==> src/rtl/uart_tx_arbiter.sv <==
// Round-robin arbiter that time-shares one uart_tx serializer between NUM_REQ byte producers,
// optionally prefixing each data byte with a {4'hA, id} source-tag header.
module uart_tx_arbiter #(
   parameter int NUM_REQ = 4,
   parameter int TAG_EN  = 1
) (
   input  logic                       clk,
   input  logic                       rst,
   input  logic [NUM_REQ-1:0]         req,
   input  logic [8*NUM_REQ-1:0]       req_data,
   output logic [NUM_REQ-1:0]         gnt,
   output logic                       tx_start,
   output logic [7:0]                 tx_data,
   input  logic                       tx_busy,
   output logic [$clog2(NUM_REQ)-1:0] active_id,
   output logic                       busy
);

   localparam int ID_W = $clog2(NUM_REQ);

   // Handshake with uart_tx: tx_start is a one-cycle pulse qualifying tx_data; the serializer
   // owns the line from the cycle after tx_start until it drops tx_busy.
   typedef enum logic [2:0] {
      IDLE      = 3'd0,
      HDR_START = 3'd1,
      HDR_WAIT  = 3'd2,
      DAT_START = 3'd3,
      DAT_WAIT  = 3'd4
   } state_t;

   state_t               state_q, state_d;
   logic [ID_W-1:0]      ptr_q, ptr_d;
   logic [ID_W-1:0]      id_q, id_d;
   logic [7:0]           data_q, data_d;
   logic [NUM_REQ-1:0]   gnt_q, gnt_d;
   logic                 tx_start_q, tx_start_d;
   logic [7:0]           tx_data_q, tx_data_d;
   logic                 busy_q, busy_d;

   logic [7:0]           req_bytes [NUM_REQ];
   logic                 win_found;
   logic [ID_W-1:0]      win_id;
   logic [ID_W-1:0]      cand;
   int                   cand_int;
   logic [7:0]           win_hdr;

   for (genvar g = 0; g < NUM_REQ; g++) begin : g_bytes
      assign req_bytes[g] = req_data[8*g +: 8];
   end

   // First set request searched upward from ptr, wrapping modulo NUM_REQ.
   always_comb begin
      win_found = 1'b0;
      win_id    = '0;
      cand      = '0;
      cand_int  = 0;
      for (int i = 0; i < NUM_REQ; i++) begin
         cand_int = int'(ptr_q) + i;
         if (cand_int >= NUM_REQ) cand_int = cand_int - NUM_REQ;
         cand = ID_W'(cand_int);
         if (!win_found && req[cand]) begin
            win_found = 1'b1;
            win_id    = cand;
         end
      end
   end

   assign win_hdr = {4'hA, 4'(win_id)};

   always_comb begin
      state_d    = state_q;
      ptr_d      = ptr_q;
      id_d       = id_q;
      data_d     = data_q;
      gnt_d      = '0;
      tx_start_d = 1'b0;
      tx_data_d  = tx_data_q;
      case (state_q)
         IDLE: begin
            if (!tx_busy && win_found) begin
               id_d       = win_id;
               data_d     = req_bytes[win_id];
               ptr_d      = (win_id == ID_W'(NUM_REQ-1)) ? '0 : win_id + ID_W'(1);
               gnt_d      = NUM_REQ'(1) << win_id;
               tx_start_d = 1'b1;
               if (TAG_EN != 0) begin
                  state_d   = HDR_START;
                  tx_data_d = win_hdr;
               end else begin
                  state_d   = DAT_START;
                  tx_data_d = req_bytes[win_id];
               end
            end
         end
         HDR_START: state_d = HDR_WAIT;
         HDR_WAIT: begin
            // A serializer that never raised tx_busy still lets the frame proceed.
            if (!tx_busy) begin
               state_d    = DAT_START;
               tx_start_d = 1'b1;
               tx_data_d  = data_q;
            end
         end
         DAT_START: state_d = DAT_WAIT;
         DAT_WAIT: begin
            if (!tx_busy) state_d = IDLE;
         end
         default: state_d = IDLE;
      endcase
      busy_d = (state_d != IDLE);
   end

   always_ff @(posedge clk) begin
      if (rst) begin
         state_q    <= IDLE;
         ptr_q      <= '0;
         id_q       <= '0;
         data_q     <= 8'h00;
         gnt_q      <= '0;
         tx_start_q <= 1'b0;
         tx_data_q  <= 8'h00;
         busy_q     <= 1'b0;
      end else begin
         state_q    <= state_d;
         ptr_q      <= ptr_d;
         id_q       <= id_d;
         data_q     <= data_d;
         gnt_q      <= gnt_d;
         tx_start_q <= tx_start_d;
         tx_data_q  <= tx_data_d;
         busy_q     <= busy_d;
      end
   end

   assign gnt       = gnt_q;
   assign tx_start  = tx_start_q;
   assign tx_data   = tx_data_q;
   assign active_id = id_q;
   assign busy      = busy_q;

endmodule
==> config.mk <==
export PLATFORM = sky130hd
export DESIGN_NAME = uart_tx_arbiter
export DESIGN_NICKNAME = d
export VERILOG_FILES = /design/src/rtl/uart_tx_arbiter.sv
export SDC_FILE = /design/constraint.sdc
export NUM_CORES = 1
export LEC_CHECK = 0
export BUFFER_PORTS_ARGS = -buffer_cell sky130_fd_sc_hd__buf_4
export CAP_MARGIN = 20
export CORE_MARGIN = 4
export CORE_UTILIZATION = 47
export DETAILED_ROUTE_END_ITERATION = 10
export PLACE_DENSITY = 0.91
export SYNTH_ARGS = -nofsm -noshare
export SYNTH_HDL_FRONTEND = slang
export SYNTH_SLANG_ARGS = --single-unit
==> constraint.sdc <==
create_clock -name clk -period 3.35 [get_ports clk]
set_input_delay 0.335 -clock clk [delete_from_list [all_inputs] [get_ports clk]]
set_output_delay 0.335 -clock clk [all_outputs]
set_load 0.02 [all_outputs]
==> metrics, run 1 <==
detailed-router iteration count before antenna repair 4; Synth Area in Compound Gates 0.182; dpl cells 214; Slew Viols, Final 0; layout cells sized above 1 0.349; final setup violation count 0; Worst VDD drop 390 uV; cts hold-fix bufs 0; # DRC 0; CP Depth 5; WL final 3.25 mm; CTS tree yes; crit-path max FO 14; synthesis-stage register bit count 29; Seq. cell area 581 um2; Fmax achieved 496 MHz; Synth Warn # 0; Seq/Total Area, Yosys 0.442; initial antenna violation count 0; Area contributors post-synth dfxtp_1 (44%), mux2i_1 (13%), nor2_1 (6.0%); sequence of cells on the critical path nor4_2, nand2b_1, nor2_1, nand2b_1, o221ai_1; via count between 1,000 and 1,500; largest area contributor in the netlist dfxtp_1; leak pwr 0.790 nW; hold crit path type in -> reg; syn_nets 177; Wirelength per Cell 14.7 um; fillers 197; Post-DRT Antenna Nets 0; Rel. slew slack 0.606; Synth Area in Adders 0; Final TNS setup 0 ns; slowest CP cell nor4_2; H-tree depth 2; dpl hpwl 2.41 mm; Initial DRC Count 40; Chip Height a little over 60 um; Via-to-Cell Ratio between 5 and 6; family with the most delay on the worst path simple AND/OR/NAND/NOR gates; cts bufs inserted 5; crit start category register; Syn Inst Count 138; setup bufs post-CTS 0; FP Rows 18; crit path DAT ~2.3 ns; Synth Area in Simple Gates 0.182; Final Cycle Share 0.601; pin count of the biggest net entering global routing 27; Placer Congestion about 0.83; Post-Synth XOR/XNOR Area 0.0133; CTS Buffer Depth 2; Final min period 2.01 ns; final worst slack 1.34 ns; cell mode on critical path nand2b_1; ys async rst share 0; clock sinks 29; Final nets 230; # diodes 0; All-Layer GR Usage 0.189; reg2reg path depth 5; mux share of post-synthesis cell area 0.130; Worst EP required 3.59 ns; Die Area 0.00370 mm2; crit path to data_q[0]; Cell Area, Synth around 0.0013 mm2; Core Area 0.00257 mm2; mean post-synth cell area 9.51 um2; MaxCap Viol Count 0; main combinational cell family by area after synthesis compound AO/OA/AOI/OAI gates; P per Cell Area around 500 mW/mm2; Top Ports 55; Crit. End Element register; worst path bufs/invs 0; Layout area overhead 35.5%; grt ovf 0; cts repair resizes 0; post-synth top area share 0.442; number of synthesized flops with an enable pin 0; clock root buffer clkbuf_4; Critical Path Source state_q[0]; Crit Path Class reg -> reg; vias in the first global route roughly 1,200; final hold vios 0; status completed; synth unique cells 32; R2R Path End data_q[0]; Hold Path Origin tx_busy; Post-Layout Cell Count between 200 and 250; die width 60.8 um; first-pass GRT wire length 5.03 mm; worst skew pair latency 0.33 ns; Slowest Stage Delay on Critical Path ~0.40 ns; clock skew 0.0138 ns; Top FF cell, synth dfxtp_1; RR Startpoint state_q[0]; Worst R2R Setup Slack 1.34 ns; dpl ws 1.30 ns; clock-pin slew on the worst setup and hold paths ~0.1 ns; RSZ-0062 raised after global routing no; Initial Util 0.511; multi-input logic area ~670 um2; worst-margin pin slew roughly 0.59 ns; port bufs between 50 and 60
## worst min path at each step
| stage | end | slack (ns) | depth (start not counted) |
|---|---|---|---|
| final | state_q[2] | 0.31 | 3 |
| after floorplan | data_q[1] | 0.47 | 2 |
| after global placement | active_id[1] | 0.45 | 2 |
| after CTS | state_q[2] | 0.31 | 3 |
| after global routing | busy | 0.30 | 3 |
| after detailed placement | active_id[1] | 0.46 | 2 |
## where the power goes
part | switching, mW | internal, mW | total [mW]
logic | 0.123 | 0.112 | 0.234
registers | 0.0240 | 0.382 | 0.406
clock network | 0.121 | 0.121 | 0.242
total | 0.267 | 0.615 | 0.882
## routing by layer
layer  routed length (um)  global-route usage
met1                 1300               0.214
met2                 1640               0.310
met3                  217              0.0702
met4                   96              0.0960
met5                    0                   0
## placed cells by master, fill, tap and decap left out, drive strengths merged, types with 2 or more instances in the layout
master / netlist / layout
o221ai: 7 / 7
nand3b: 8 / 8
buf: 5 / 54
dfxtp: 29 / 29
inv: 5 / 5
and2b: 2 / 2
nor4: 2 / 2
a21oi: 6 / 6
mux2i: 17 / 17
nor2: 21 / 21
clkbuf: 3 / 7
a211oi: 2 / 2
a22oi: 5 / 5
o21ai: 2 / 2
o22ai: 3 / 3
xnor2: 2 / 2
nand2: 5 / 5
nand2b: 4 / 4
## worst register-to-register path: stages, from the launching register on
cell	delay [ns]
dfxtp_1	0.38
nor4_2	0.40
nand2b_1	0.38
nor2_1	0.26
nand2b_1	0.24
o221ai_1	0.26
## area by class of cell
class                           count  area share
Multi-Input combinational cell     96       0.374
Timing Repair Buffer               54       0.228
Tap cell                           30      0.0211
Inverter                            5      0.0106
Sequential cell                    29       0.327
Clock buffer                        7      0.0366
Clock inverter                      1     0.00281
## metrics by stage
step	total power [mW]	instance area, um2	hold slack (ns)	util
2_1_floorplan	0.565	1310	0.466	-
3_3_place_gp	0.635	1710	0.450	0.665
3_5_place_dp	0.645	1710	0.457	0.665
4_1_cts	0.885	1780	0.307	0.692
5_1_grt	0.926	1780	0.302	0.692
6_report	0.882	1780	0.309	0.692
## cells in the mapped netlist, drive strengths merged (3+ instances only)
library cell,n
buf,5
clkbuf,3
dfxtp,29
o22ai,3
mux2i,17
o221ai,7
a21oi,6
nand2b,4
nand2,5
a22oi,5
nor2,21
inv,5
nand3b,8
## flip-flops by register name (all words and copies together), names as in the netlist
register and count:
active_id 2, busy 1, data_q 8, gnt 4, ptr_q 2, state_q 3, tx_data 8, tx_start 1
## kinds of logic after synthesis
kind of cell              after synthesis
and+or+nand+nor                        45
buffers and inverters                  13
xor gates and xnor gates                2
DFF                                    29
AOI/OAI and AO/OA                      32
muxes                                  17
No activity file was read; power rests on OpenSTA's default activity.
==> inputs of run 2 (changes only) <==
CORE_UTILIZATION = 42   (was 47)
PLACE_DENSITY = 0.86   (was 0.91)
clock period = 1.8 ns   (was 3.35 ns; I/O delays follow)
==> metrics, run 2 (synthesis gave the netlist of run 1 again) <==
status completed; crit-path max FO 8; cts bufs inserted 5; P per Cell Area 871 mW/mm2; Final Cycle Share 0.931; Layout area overhead 39.9%; Top Ports 55; final hold vios 0; Placed Area approximately 0.0018 mm2; Wirelength per Cell about 14 um; met2 Track Usage GR 0.274; worst skew pair latency approximately 0.32 ns; Fmax achieved slightly below 600 MHz; die width 63.9 um; WHS Path Cells 3; crit path DAT 1.93 ns; CTS Buffer Depth 2; M1 GR Usage 0.199; Initial Util 0.433; H-tree depth 2; clock skew 0.0128 ns; Slowest Stage Delay on Critical Path ~0.36 ns; Hold Path Sink data_q[1]; leak pwr 0.813 nW; Final nets roughly 240; MaxCap Viol Count 0; # diodes 0; Initial DRC Count 60; initial antenna violation count 0; vias in the first global route 1,183; most common cell after layout, fill and taps aside buf_4; FP Rows 20; Slew Viols, Final 0; grt ovf 0; first-pass GRT wire length about 5.3 mm; Util after Layout 0.607; sequence of cells on the critical path a21o_1, a21oi_1, o22a_2, mux2i_1, a211o_1, a31oi_1; dpl hpwl 2.48 mm; R2R Path End data_q[2]; cts hold-fix bufs 0; clock root buffer clkbuf_4; CTS tree yes; layout cells sized above 1 0.369; port bufs between 50 and 60; most heavily used metal layer in global routing met2; most frequent cells in the layout buf_4 (59), dfxtp_1 (29), nor2_1 (21), mux2i_1 (17), nand3b_1 (8); Final min period 1.68 ns; pin count of the biggest net entering global routing 27; Chip Height between 60 and 70 um; Crit Path Class reg -> reg; Crit. End Element register; Die Area 0.00408 mm2; family with the most delay on the worst path compound AO/OA/AOI/OAI gates; worst path bufs/invs 0; Placer Congestion 0.821; final setup violation count 0; Final Cell Area 0.00184 mm2; Hold Path Origin req_data[9]; Via-to-Cell Ratio 5.04; RR Startpoint ptr_q[1]; Worst R2R Setup Slack 0.12 ns; RSZ-0062 raised after global routing no; detailed-router iteration count before antenna repair 4; hold crit path type in -> reg; All-Layer GR Usage 0.166; WL final 3.28 mm; Rel. slew slack 0.715; slowest CP cell dfxtp_1; Core Area 0.00303 mm2; Worst EP required roughly 2.1 ns; CP Depth 6; Post-DRT Antenna Nets 0; Worst VDD drop between 400 and 500 uV; GRT met3 Usage 0.0598; via count 1,219; Critical Path Source ptr_q[1]; clock-pin slew on the worst setup and hold paths around 0.10 ns; crit start category register; Final TNS setup 0 ns; clock sinks 29; worst-margin pin slew 0.423 ns; reg2reg path depth 6; # DRC 0
## run 2: changes by cell type in the layout (fill, tap and decap cells not counted), sizes merged
cell	change
clkbuf	-1
clkinv	+1
buf	+6
## run 2: timing repair
action,in CTS,in global routing
gates resized for setup,0,1
buffers inserted,0,3
setup endpoints to repair,0,7
## run 2: power by group
part	switching, mW	total, mW	internal (mW)
clock	0.222	0.371	0.148
sequential	0.0452	0.756	0.710
combinational	0.234	0.474	0.240
total	0.502	1.60	1.10
## run 2: per-layer routing
metal	wire length [um]	vias to the layer above	share of wire
li1	-	624	-
met1	1390	541	0.42
met2	1570	49	0.48
met3	278	5	0.085
met4	46	0	0.014
met5	0	-	0
## run 2: through the flow
| stage | worst slack, ns | std cells | hold WS (ns) | total power, mW |
|---|---|---|---|---|
| 5_1_grt | 0.0259 | 242 | 0.161 | 1.69 |
| 3_3_place_gp | 0.153 | 231 | 0.470 | 1.22 |
| 6_report | 0.124 | 242 | 0.160 | 1.60 |
| 2_1_floorplan | 0.345 | 138 | 0.351 | 1.05 |
| 4_1_cts | 0.102 | 239 | 0.162 | 1.59 |
| 3_5_place_dp | 0.0124 | 231 | 0.486 | 1.23 |
## run 2: worst reg2reg max path, cell delays in order (launching register included)
cell and delay, ns:
dfxtp_1 0.36, a21o_1 0.16, a21oi_1 0.16, o22a_2 0.34, mux2i_1 0.15, a211o_1 0.30
a31oi_1 0.14
## run 2: how the worst max path moves through the flow
stage / to / slack, ns
6_report: data_q[2] / 0.12
5_1_grt: data_q[4] / 0.03
4_1_cts: data_q[0] / 0.10
3_5_place_dp: data_q[0] / 0.01
3_3_place_gp: data_q[1] / 0.15
2_1_floorplan: data_q[3] / 0.34
## run 2: cell type report
cell class / count / area (um2)
Timing Repair Buffer: 60 / 463
Sequential cell: 29 / 581
Inverter: 5 / 18.8
Clock buffer: 6 / 41.3
Tap cell: 44 / 55.1
Multi-Input combinational cell: 96 / 668
Clock inverter: 2 / 10.0
Fill cell: 271 / 1190
==> inputs of run 3 (changes only) <==
CELL_PAD_IN_SITES_DETAIL_PLACEMENT = 1   (was unset)
CELL_PAD_IN_SITES_GLOBAL_PLACEMENT = 1   (was unset)
CORE_UTILIZATION = 31   (was 42)
PLACE_DENSITY = 0.87   (was 0.86)
==> metrics, run 3 (synthesis gave the netlist of run 1 again) <==
H-tree depth 2; Layout area overhead 41.6%; clock skew 0.00532 ns; # diodes 0; first-pass GRT wire length 5.96 mm; clock root buffer clkbuf_8; Crit Path Class reg -> reg; Crit. End Element register; Final Cycle Share 0.887; most common cell after layout, fill and taps aside buf_4; Top Ports 55; worst skew pair latency 0.29 ns; Slew Viols, Final 0; vias in the first global route between 1,000 and 1,500; cts hold-fix bufs 0; layout cells sized above 1 0.369; Chip Height 73.1 um; Critical Path Source state_q[0]; final hold vios 0; Logic pwr share 0.268; worst path bufs/invs 0; Initial Util 0.323; Core Area between 0.004 and 0.005 mm2; CTS tree yes; Die Area 0.00534 mm2; crit path to data_q[1]; Slowest Stage Delay on Critical Path 0.38 ns; Sw Share 0.309; via count 1,238; Internal Power 1.21 mW; initial antenna violation count 0; Final TNS setup 0 ns; clock-pin slew on the worst setup and hold paths 0.06 ns; Final min period 1.60 ns; final setup violation count 0; MaxCap Viol Count 0; Fmax achieved roughly 630 MHz; Seq. cell area 581 um2; Wirelength per Cell 15.5 um; slowest CP cell dfxtp_1; RR Startpoint state_q[0]; reg2reg path depth 5; setup bufs post-CTS 0; Power Total 1.75 mW; grt ovf 0; dpl hpwl 2.83 mm; P per Cell Area 941 mW/mm2; cts repair resizes 0; hold crit path type in -> reg; detailed-router iteration count before antenna repair 4; leak pwr 0.812 nW; multi-input logic area 673 um2; Final nets 233; die width 73.1 um; RSZ-0062 raised after global routing no; Worst EP required between 2 and 2.5 ns; sequence of cells on the critical path nor4_2, nand2b_1, nor2_2, nand2_2, o221ai_1; Worst R2R Setup Slack roughly 0.2 ns; All-Layer GR Usage 0.150; CP Depth 5; clock share of power 0.299; pin count of the biggest net entering global routing 27; # DRC 0; family with the most delay on the worst path simple AND/OR/NAND/NOR gates; switching power between 0.5 and 0.6 mW; Worst VDD drop 434 uV; clock sinks 29; status completed; port bufs 54; Initial DRC Count between 60 and 70; WL final 3.79 mm; CTS Buffer Depth 2; crit start category register; R2R Path End data_q[1]; cts bufs inserted 5; crit-path max FO 9; share of power burned in registers 0.433; most frequent cells in the layout buf_4 (56), dfxtp_1 (29), nor2_1 (20), mux2i_1 (17), nand3b_1 (8); Post-DRT Antenna Nets 0; fillers ~480; worst-margin pin slew 0.397 ns; crit path DAT 1.81 ns; Placer Congestion 0.750; FP Rows 23; Via-to-Cell Ratio 5.05; Rel. slew slack 0.734
[run 3: cell types whose count changed in the layout (fill, tap and decap cells not counted), sizes merged]
cell	previous run	this run
buf	60	57
[run 3: per-layer routing]
layer,global-route usage,part of all wire
met1,0.171,0.43
met4,0.102,0.033
met5,0,0
met3,0.0441,0.062
met2,0.240,0.48
[run 3: tightest hold or removal path, stage by stage]
cell      delay, ns
buf_4          0.08
mux2i_1        0.06
o221ai_1       0.13
[run 3: worst min path at each step]
stage / startpoint / to / slack, ns / cells after the start
after floorplan: tx_busy / busy / 0.35 / 2
final: req_data[9] / data_q[1] / 0.20 / 3
after detailed placement: active_id[1] / active_id[1] / 0.46 / 2
after global routing: req_data[11] / data_q[3] / 0.21 / 3
after CTS: req_data[9] / data_q[1] / 0.20 / 3
after global placement: active_id[1] / active_id[1] / 0.46 / 2
[run 3: layout make-up]
cell class / instances / area share
clock buffers: 6 / 0.0391
clock inverters: 2 / 0.00539
inverters: 5 / 0.0101
multi-input cells: 96 / 0.362
flip-flops and latches: 29 / 0.312
well taps: 50 / 0.0337
repair buffers: 57 / 0.237
[run 3: per-stage QoR]
stage | utilization | worst slack, ns | hold slack [ns] | instances | cell area [um2]
after floorplan | - | 0.345 | 0.351 | 138 | 1310
after global placement | 0.436 | 0.223 | 0.456 | 237 | 1770
after detailed placement | 0.436 | 0.112 | 0.463 | 237 | 1770
after CTS | 0.456 | 0.0645 | 0.198 | 245 | 1850
after global routing | 0.458 | 0.00992 | 0.214 | 245 | 1860
final | 0.458 | 0.204 | 0.198 | 245 | 1860
[run 3: power groups by stage]
stage / Combinational, mW / Sequential, mW / Clock, mW
floorplan: 0.255 / 0.796 / 0
global route: 0.513 / 0.766 / 0.558
global placement: 0.455 / 0.769 / 0
detailed placement: 0.469 / 0.770 / 0
CTS: 0.472 / 0.758 / 0.541
finish: 0.468 / 0.758 / 0.523
